`src/rtl/vote_input_debounce_pkg.sv`:
```
// Shared types for the voter front end: the {x,y,z} vote word and the
// snapshot handshake states.
package vote_pkg;

    localparam int VOTE_W = 3;

    // Bit order is {x,y,z}: [2]=x, [1]=y, [0]=z
    typedef logic [VOTE_W-1:0] vote_t;

    typedef enum logic {
        SNAP_EMPTY,
        SNAP_FULL
    } snap_state_t;

endpackage

```
`src/rtl/vote_input_debounce_channel.sv`:
```
// One switch channel: 2-FF synchroniser, mismatch counter and stable level.
// o_commit pulses for the single cycle in which a new level is accepted;
// o_next is the level the stable bit takes at the end of this cycle.
module debounce_channel #(
    parameter int   DEBOUNCE_CYCLES = 16,
    parameter logic RESET_BIT       = 1'b0
) (
    input  logic clk,
    input  logic rst_n,
    input  logic i_async,
    output logic o_level,
    output logic o_next,
    output logic o_commit,
    output logic o_busy
);

    localparam int CNT_W = $clog2(DEBOUNCE_CYCLES);
    localparam logic [CNT_W-1:0] CNT_LAST = CNT_W'(DEBOUNCE_CYCLES - 1);

    logic             r_sync1;
    logic             r_sync2;
    logic             r_stable;
    logic [CNT_W-1:0] r_cnt;
    logic             w_mismatch;
    logic             w_commit;

    assign w_mismatch = r_sync2 ^ r_stable;
    assign w_commit   = w_mismatch && (r_cnt == CNT_LAST);

    // Two-stage synchroniser; nothing downstream looks at i_async directly
    always_ff @(posedge clk or negedge rst_n) begin
        if (!rst_n) begin
            r_sync1 <= RESET_BIT;
            r_sync2 <= RESET_BIT;
        end else begin
            r_sync1 <= i_async;
            r_sync2 <= r_sync1;
        end
    end

    // Count consecutive mismatch cycles; accept the synced level on the last one
    always_ff @(posedge clk or negedge rst_n) begin
        if (!rst_n) begin
            r_cnt    <= '0;
            r_stable <= RESET_BIT;
        end else if (!w_mismatch) begin
            r_cnt <= '0;
        end else if (w_commit) begin
            r_cnt    <= '0;
            r_stable <= r_sync2;
        end else begin
            r_cnt <= r_cnt + CNT_W'(1);
        end
    end

    assign o_level  = r_stable;
    assign o_next   = w_commit ? r_sync2 : r_stable;
    assign o_commit = w_commit;
    assign o_busy   = |r_cnt;

endmodule

```
`src/rtl/vote_input_debounce.sv`:
```
// Voter front end: three debounced switch channels feeding x/y/z, plus a
// one-deep valid/ready snapshot of every accepted change with a sticky
// overrun flag. Optional feature macro: EDGE_COUNT_EN adds commit_count[7:0].
module vote_input_debounce
    import vote_pkg::*;
#(
    parameter int    DEBOUNCE_CYCLES = 16,
    parameter vote_t RESET_VAL       = 3'b000
) (
    input  logic              clk,
    input  logic              rst_n,
    input  logic [VOTE_W-1:0] sw_in,
    output logic              x,
    output logic              y,
    output logic              z,
    output logic [VOTE_W-1:0] snap_data,
    output logic              snap_valid,
    input  logic              snap_ready,
    output logic              overrun,
    output logic              busy
`ifdef EDGE_COUNT_EN
    ,
    output logic [7:0]        commit_count
`endif
);

    vote_t       w_level;
    vote_t       w_next;
    vote_t       w_commit;
    vote_t       w_busy;
    logic        w_any_commit;
    snap_state_t r_state;
    vote_t       r_snap_data;
    logic        r_overrun;

    for (genvar g = 0; g < VOTE_W; g++) begin : g_chan
        debounce_channel #(
            .DEBOUNCE_CYCLES (DEBOUNCE_CYCLES),
            .RESET_BIT       (RESET_VAL[g])
        ) u_chan (
            .clk      (clk),
            .rst_n    (rst_n),
            .i_async  (sw_in[g]),
            .o_level  (w_level[g]),
            .o_next   (w_next[g]),
            .o_commit (w_commit[g]),
            .o_busy   (w_busy[g])
        );
    end

    // Simultaneous commits on several channels are a single event
    assign w_any_commit = |w_commit;

    // Snapshot holder: a commit with ready high is a pop and push in one cycle
    always_ff @(posedge clk or negedge rst_n) begin
        if (!rst_n) begin
            r_state     <= SNAP_EMPTY;
            r_snap_data <= RESET_VAL;
            r_overrun   <= 1'b0;
        end else begin
            case (r_state)
                SNAP_EMPTY: begin
                    if (w_any_commit) begin
                        r_snap_data <= w_next;
                        r_state     <= SNAP_FULL;
                    end
                end
                SNAP_FULL: begin
                    if (w_any_commit) begin
                        r_snap_data <= w_next;
                        if (!snap_ready) begin
                            r_overrun <= 1'b1;
                        end
                    end else if (snap_ready) begin
                        r_state <= SNAP_EMPTY;
                    end
                end
                default: r_state <= SNAP_EMPTY;
            endcase
        end
    end

`ifdef EDGE_COUNT_EN
    logic [7:0] r_commit_count;

    // Free-running count of commit events, wrapping at 8 bits
    always_ff @(posedge clk or negedge rst_n) begin
        if (!rst_n) begin
            r_commit_count <= '0;
        end else if (w_any_commit) begin
            r_commit_count <= r_commit_count + 8'd1;
        end
    end

    assign commit_count = r_commit_count;
`endif

    assign x          = w_level[2];
    assign y          = w_level[1];
    assign z          = w_level[0];
    assign snap_data  = r_snap_data;
    assign snap_valid = (r_state == SNAP_FULL);
    assign overrun    = r_overrun;
    assign busy       = |w_busy;

endmodule
```
`config.mk`:
```
export PLATFORM = sky130hd
export DESIGN_NAME = vote_input_debounce
export DESIGN_NICKNAME = d
export VERILOG_FILES = /design/src/rtl/vote_input_debounce_pkg.sv /design/src/rtl/vote_input_debounce_channel.sv /design/src/rtl/vote_input_debounce.sv
export SDC_FILE = /design/constraint.sdc
export NUM_CORES = 1
export LEC_CHECK = 0
export BUFFER_PORTS_ARGS = -buffer_cell sky130_fd_sc_hd__buf_2
export CORE_MARGIN = 2
export CORE_UTILIZATION = 30
export DETAILED_ROUTE_END_ITERATION = 10
export SLEW_MARGIN = 20
export SYNTH_ARGS = -nofsm -noshare
export SYNTH_HDL_FRONTEND = slang
export SYNTH_HIERARCHICAL = 1
export SYNTH_SLANG_ARGS = --single-unit
export TNS_END_PERCENT = 20
```
`constraint.sdc`:
```
create_clock -name clk -period 2.3 [get_ports clk]
set_clock_uncertainty 0.15 [all_clocks]
set_input_delay 0.23 -clock clk [delete_from_list [all_inputs] [get_ports clk]]
set_output_delay 0.23 -clock clk [all_outputs]
set_load 0.02 [all_outputs]
```
==> summary.txt, run 1 <==
core area - 3630 um2
outcome - completed
Hold Crit Class - in2reg
post-route minimum period - 1.89 ns
1st-iter DRT viols - 9
# nets final - 129
Area contributors post-synth - dfrtp_1 (58%), mux2_2 (9.0%), ha_1 (6.7%)
post-synthesis sequential area ratio - 0.580
Mapped Nets - 106
Crit Path Category - reg2reg
largest area contributor in the synthesized netlist - dfrtp_1
gr ovfl total - 0
post-DR vias/cell - 4.44
Peak VDD IR - 347 uV
drt drc - 0
Worst setup SP type - flip-flop
DR WL/cell - 11.1 um
mux share of post-synthesis cell area - 0.0903
Die Span X - 65.2 um
Worst Max-Slew Pin Slew - 0.567 ns
largest net degree at the start of global routing - 27
CTS buffer count - 3
DP Wirelength - 1360 um
slowest stage delay, CP - 0.41 ns
P per Cell Area - 636 nW/um2
r2r setup slk - 0.41 ns
post_cts resized - 0
Sinks on Clock Net - 26
Netlist Area Pre-Place - 1120 um2
share of cells above drive strength 1 - 0.267
Core Util, Final - 0.371
vias in the first global route - 778
RSZ-0062 raised after global routing - no
relative slew slack - 0.622
CP cell instances - xnor2_1 > nor2_1 > nor3_4 > mux2_2
final period utilization - 0.822
most frequent cells in the layout - dfrtp_1 (26), buf_2 (14), mux2_2 (9), nor2_1 (9)
post-route setup TNS - 0 ns
Cells after DPL - 156
Leak Pwr - 0.649 nW
wirelength, routed - 1830 um
Cells after Synth - 94
DIE HEIGHT - 65.2 um
post-route insts no fill - 164
Pre-antenna DRT Iters - 3
most common cell after layout, fill and taps aside - dfrtp_1
I/O Pins - 15
fraction of synthesized cell area in xor and xnor cells - 0.0468
initial antenna violation count - 0
CTS tree - built
antenna cells - 0
worst-case reg-to-reg path depth - 4
combinational family with the most area after synthesis - simple AND/OR/NAND/NOR gates
Mean Syn Cell Area - 11.9 um2
Overall Global Routing Usage - 0.103
critical path arrival - 1.90 ns
Crit. End Element - flip-flop
endpoints failing hold - 0
port bufs - 14
clk root buf - clkbuf_8
reg2reg start - g_chan[1].u_chan/o_level
area share of the largest cell type after synthesis - 0.580
Slew Limit Fails - 0
FP Rows - 22
Final GP Congestion - 0.641
synth warn - 6
clock-pin slew on the worst setup and hold paths - 0.09 ns
Area growth, synth to finish - 20.1%
Initial Utilization - 0.309
critical path's slowest cell - dfrtp_1
simple-gate share of the synthesized area - 0.139
Adder-Cell Fraction of Synth Area - 0.0669
die area - 4250 um2
Max-Cap Viols - 0
CP max FO - 5
Vias - 728
CP Launch Point - g_chan[1].u_chan/o_level
post-synthesis register bit count - 26
Max Fclk - 529 MHz
postcts setup bufs - 0
DRT antenna net count - 0
clk_lat worst skew - 0.28 ns
Setup Viol. Count Final - 0
first-pass GRT wire length - 3260 um
R2R Path End - snap_data[2]
# H-tree levels - 1
clk buf depth - 2
count of cell types in the netlist - 18
end point of the critical path - snap_data[2]
Worst Path Required - 2.31 ns
Synth Area in Compound Gates - 0.0468
-- worst min-delay path by stage --
stage	endpoint	depth (start not counted)	startpoint
finish	snap_valid	3	snap_ready
global route	snap_valid	3	snap_ready
CTS	snap_valid	3	snap_ready
detailed placement	g_chan[1].u_chan/r_sync1	1	rst_n
global placement	g_chan[1].u_chan/r_sync1	1	rst_n
floorplan	g_chan[0].u_chan/o_level	0	rst_n
-- synth_stat cells --
cell,count
mux2_2,9
ha_1,6
nor2b_1,3
o21ai_0,3
a21oi_1,6
o21bai_1,1
nor3_4,1
nor3b_1,3
nor2_1,9
or3_1,1
nand2b_1,1
nand3_1,3
nand2_1,4
inv_1,6
xnor2_1,6
dfrtp_1,26
inv_2,3
or4_1,3
-- critical path, delay by kind of cell, from the launching register on --
| family | cells | cell delay [ns] |
|---|---|---|
| DFF | 1 | 0.41 |
| xor gates and xnor gates | 1 | 0.38 |
| muxes | 1 | 0.37 |
| and+or+nand+nor | 2 | 0.48 |
-- metrics by stage --
| stage | hold WS, ns | setup slack (ns) | cell area (um2) | power [W] |
|---|---|---|---|---|
| finish | 0.0687 | 0.408 | 1350 | 0.000857 |
| global route | 0.0960 | 0.287 | 1350 | 0.000905 |
| CTS | 0.0660 | 0.382 | 1350 | 0.000876 |
| detailed placement | 0.115 | 0.390 | 1250 | 0.000567 |
| global placement | 0.102 | 0.459 | 1250 | 0.000563 |
| floorplan | -0.216 | 0.509 | 1120 | 0.000539 |
-- registers in the layout, summed over array words and instances, names as in the netlist --
signal	count
g_chan.u_chan/r_cnt	12
g_chan.u_chan/o_level	3
g_chan.u_chan/r_sync1	3
g_chan.u_chan/r_sync2	3
snap_data	3
overrun	1
snap_valid	1
-- logic make-up (layout without fill, tap and decap cells) --
| family | count (synthesis) | count (layout) |
|---|---|---|
| and+or+nand+nor | 28 | 28 |
| DFF | 26 | 26 |
| AOI/OAI and AO/OA | 10 | 10 |
| muxes | 9 | 9 |
| buffers and inverters | 9 | 31 |
| adders and majority gates | 6 | 6 |
| xor gates and xnor gates | 6 | 6 |
-- layout make-up --
cell class	instances	area, um2
sequential	26	651
timing repair buffer	18	110
tap	48	60.1
fill	367	2290
multi-input combinational	59	438
inverter	9	33.8
clock buffer	4	55.1
-- power by group --
part	leakage (nW)	switching, W	internal (W)
Combinational	0.279	0.0000386	0.0000322
Clock	0.0288	0.000142	0.000153
Sequential	0.342	0.0000161	0.000475
-- per-layer routing --
metal  GRT usage  wire (um)
met1       0.127        830
met2       0.167        882
met3      0.0120         63
met4      0.0703         49
met5           0          0
-- repair_timing --
action,CTS,global route
endpoints found under the hold margin,29,0
hold buffers,4,0
endpoints found under the setup margin,0,0
Power figures use the tool's default switching activity.
==> run 2: changes to the inputs <==
- clock period: 2.3 -> 1.5 ns (I/O delays scaled with it)
==> run 2 against run 1 <==
The run now ends with negative setup slack left. Highest routed layer unchanged. Register-to-register slack got worse by 0.66 ns. Cell area rose by 21%. Critical path depth rose by 2. Setup slack got worse by 0.71 ns. Count of clock-buffer cells in the layout fell by 1. Die area did not move. Via count rose by 10%.
==> summary.txt, run 2 (same netlist as run 1, synthesis figures left out) <==
Pre-antenna DRT Iters - 2 (was 3)
Worst Max-Slew Pin Slew - 0.565 ns (was 0.567 ns)
failing checks - negative setup slack
clock-pin slew on the worst setup and hold paths - 0.08 ns (was 0.09 ns)
gr ovfl total - 0 (unchanged)
post-route minimum period - 1.80 ns
drt drc - 0 (unchanged)
share of cells above drive strength 1 - 0.507 (was 0.267)
worst hold start - snap_ready (unchanged)
relative slew slack - 0.623 (was 0.622)
met3 Track Usage GR - 0.0291 (was 0.0120)
Initial Utilization - 0.309 (unchanged)
DP Wirelength - 1520 um (was 1360 um)
Crit Path Category - reg2out (was reg2reg)
Peak VDD IR - 445 uV (was 347 uV)
grt met2 use - 0.198 (was 0.167)
Crit. End Element - output pin (was flip-flop)
Die Span X - 65.2 um (unchanged)
GRT Max-Usage Layer - met2 (unchanged)
CP max FO - 3 (was 5)
hold slack - 0.0278 ns (was 0.0687 ns)
post-DR vias/cell - 4.35 (was 4.44)
Core Util, Final - 0.447 (was 0.371)
post-route setup TNS - -1.24 ns (was 0 ns)
crit-path leading delay family - simple AND/OR/NAND/NOR gates (unchanged)
Final GP Congestion - 0.700 (was 0.641)
Slew Limit Fails - 0 (unchanged)
CTS tree - built (unchanged)
FF+latch area - 653 um2 (was 651 um2)
initial antenna violation count - 0 (unchanged)
1st-iter DRT viols - 4 (was 9)
Area growth, synth to finish - 44.7% (was 20.1%)
Most common cell on crit path - buf_6
P per Cell Area - 813 nW/um2 (was 636 nW/um2)
CP cell instances - buf_6 > inv_4 > ha_4 > nand2_2 > or3_4 > buf_6 (was xnor2_1 > nor2_1 > nor3_4 > mux2_2)
largest register by flop count - g_chan.u_chan/r_cnt (unchanged)
Crit path depth - 6 (was 4)
critical path's slowest cell - dfrtp_1 (unchanged)
endpoints failing hold - 0 (unchanged)
total chip power - 0.00132 W (was 0.000857 W)
reg2reg start - g_chan[0].u_chan/r_cnt[0] (was g_chan[1].u_chan/o_level)
Vias - 801 (was 728)
Sinks on Clock Net - 26 (unchanged)
antenna cells - 0 (unchanged)
DRT antenna net count - 0 (unchanged)
R2R Path End - snap_data[1] (was snap_data[2])
Max Fclk - 557 MHz
first-pass GRT wire length - 3620 um (was 3260 um)
Hold Crit Class - in2reg (unchanged)
placed cell areas - 1460 um2 (was 1250 um2)
Worst setup SP type - flip-flop (unchanged)
FP Rows - 22 (unchanged)
filler instances - 354 (was 367)
outcome - finished, violations left (was completed)
I/O Pins - 15 (unchanged)
DR WL/cell - 11.1 um (about the same)
worst-case reg-to-reg path depth - 6 (was 4)
Setup Viol. Count Final - 7 (was 0)
Final WS setup - -0.297 ns (was 0.408 ns)
Max-Cap Viols - 0 (unchanged)
final period utilization - 1.20
final instance area - 1620 um2 (was 1350 um2)
critical path arrival - 1.50 ns (was 1.90 ns)
core area - 3630 um2 (unchanged)
r2r setup slk - -0.25 ns (was 0.41 ns)
RSZ-0062 raised after global routing - yes (was no)
multi-input logic area - 546 um2 (was 438 um2)
port bufs - 14 (unchanged)
die area - 4250 um2 (unchanged)
met1 GRT Util - 0.130 (was 0.127)
clk_lat worst skew - 0.27 ns (was 0.28 ns)
# nets final - 150 (was 129)
# H-tree levels - 1 (unchanged)
clk root buf - clkbuf_8 (unchanged)
most common cell after layout, fill and taps aside - dfrtp_1 (unchanged)
DIE HEIGHT - 65.2 um (unchanged)
Leak Pwr - 0.763 nW (was 0.649 nW)
CTS buffer count - 3 (unchanged)
wirelength, routed - 2040 um (was 1830 um)
slowest stage delay, CP - 0.39 ns (was 0.41 ns)
vias in the first global route - 852 (was 778)
Worst Path Required - 1.20 ns (was 2.31 ns)
largest net degree at the start of global routing - 27 (unchanged)
clk buf depth - 2 (unchanged)
max reg flops - 12 (unchanged)
most frequent cells in the layout - dfrtp_1 (24), buf_4 (18), buf_2 (13) (was dfrtp_1 (26), buf_2 (14), mux2_2 (9), nor2_1 (9))
Buf/Inv on CP - 3 (was 0)
CP Launch Point - g_chan[2].u_chan/r_cnt[0] (was g_chan[1].u_chan/o_level)
hold depth - 3 (unchanged)
Hold Path Sink - snap_valid (unchanged)
Overall Global Routing Usage - 0.112 (was 0.103)
## run 2: through the flow
step | instances | setup WS, ns
floorplan | 94 | -0.116
global placement | 173 | -0.0846
detailed placement | 173 | -0.137
CTS | 183 | -0.309
global route | 184 | -0.366
finish | 184 | -0.297
## run 2: worst max path at each step
stage | slack (ns) | endpoint
after global routing | -0.37 | busy
after detailed placement | -0.14 | snap_data[1]
after CTS | -0.31 | busy
after global placement | -0.08 | snap_data[0]
after floorplan | -0.12 | snap_data[0]
final | -0.30 | busy
## run 2: metal layers
metal | up-vias | wire length (um)
met5 | - | 0
met4 | 0 | 19
met3 | 2 | 91
met2 | 15 | 1010
met1 | 387 | 911
li1 | 397 | -
## run 2: area by class of cell
cell class | count | share of cell area
Sequential cell | 26 | 0.402
Clock buffer | 3 | 0.0254
Tap cell | 48 | 0.0370
Multi-Input combinational cell | 59 | 0.336
Inverter | 9 | 0.0239
Timing Repair Buffer | 39 | 0.176
## run 2: worst reg2reg max path, delay by kind of cell (launching register included)
| family | cells | cell delay (ns) |
|---|---|---|
| buf+inv | 1 | 0.14 |
| simple gates | 3 | 0.41 |
| mux | 1 | 0.37 |
| flops | 1 | 0.40 |
| fa+ha+maj | 1 | 0.18 |
## run 2: timing repair
item / CTS / global route
pin swaps: 2 / 3
hold buffers: 4 / 0
gates resized for setup: 8 / 6
endpoints found under the hold margin: 29 / 0
setup buffers: 3 / 1
endpoints found under the setup margin: 4 / 9
## run 2: power by group
| part | internal [W] | switching (W) |
|---|---|---|
| logic | 0.000100 | 0.0000803 |
| clock network | 0.000180 | 0.000205 |
| registers | 0.000728 | 0.0000262 |
| total | 0.00101 | 0.000312 |
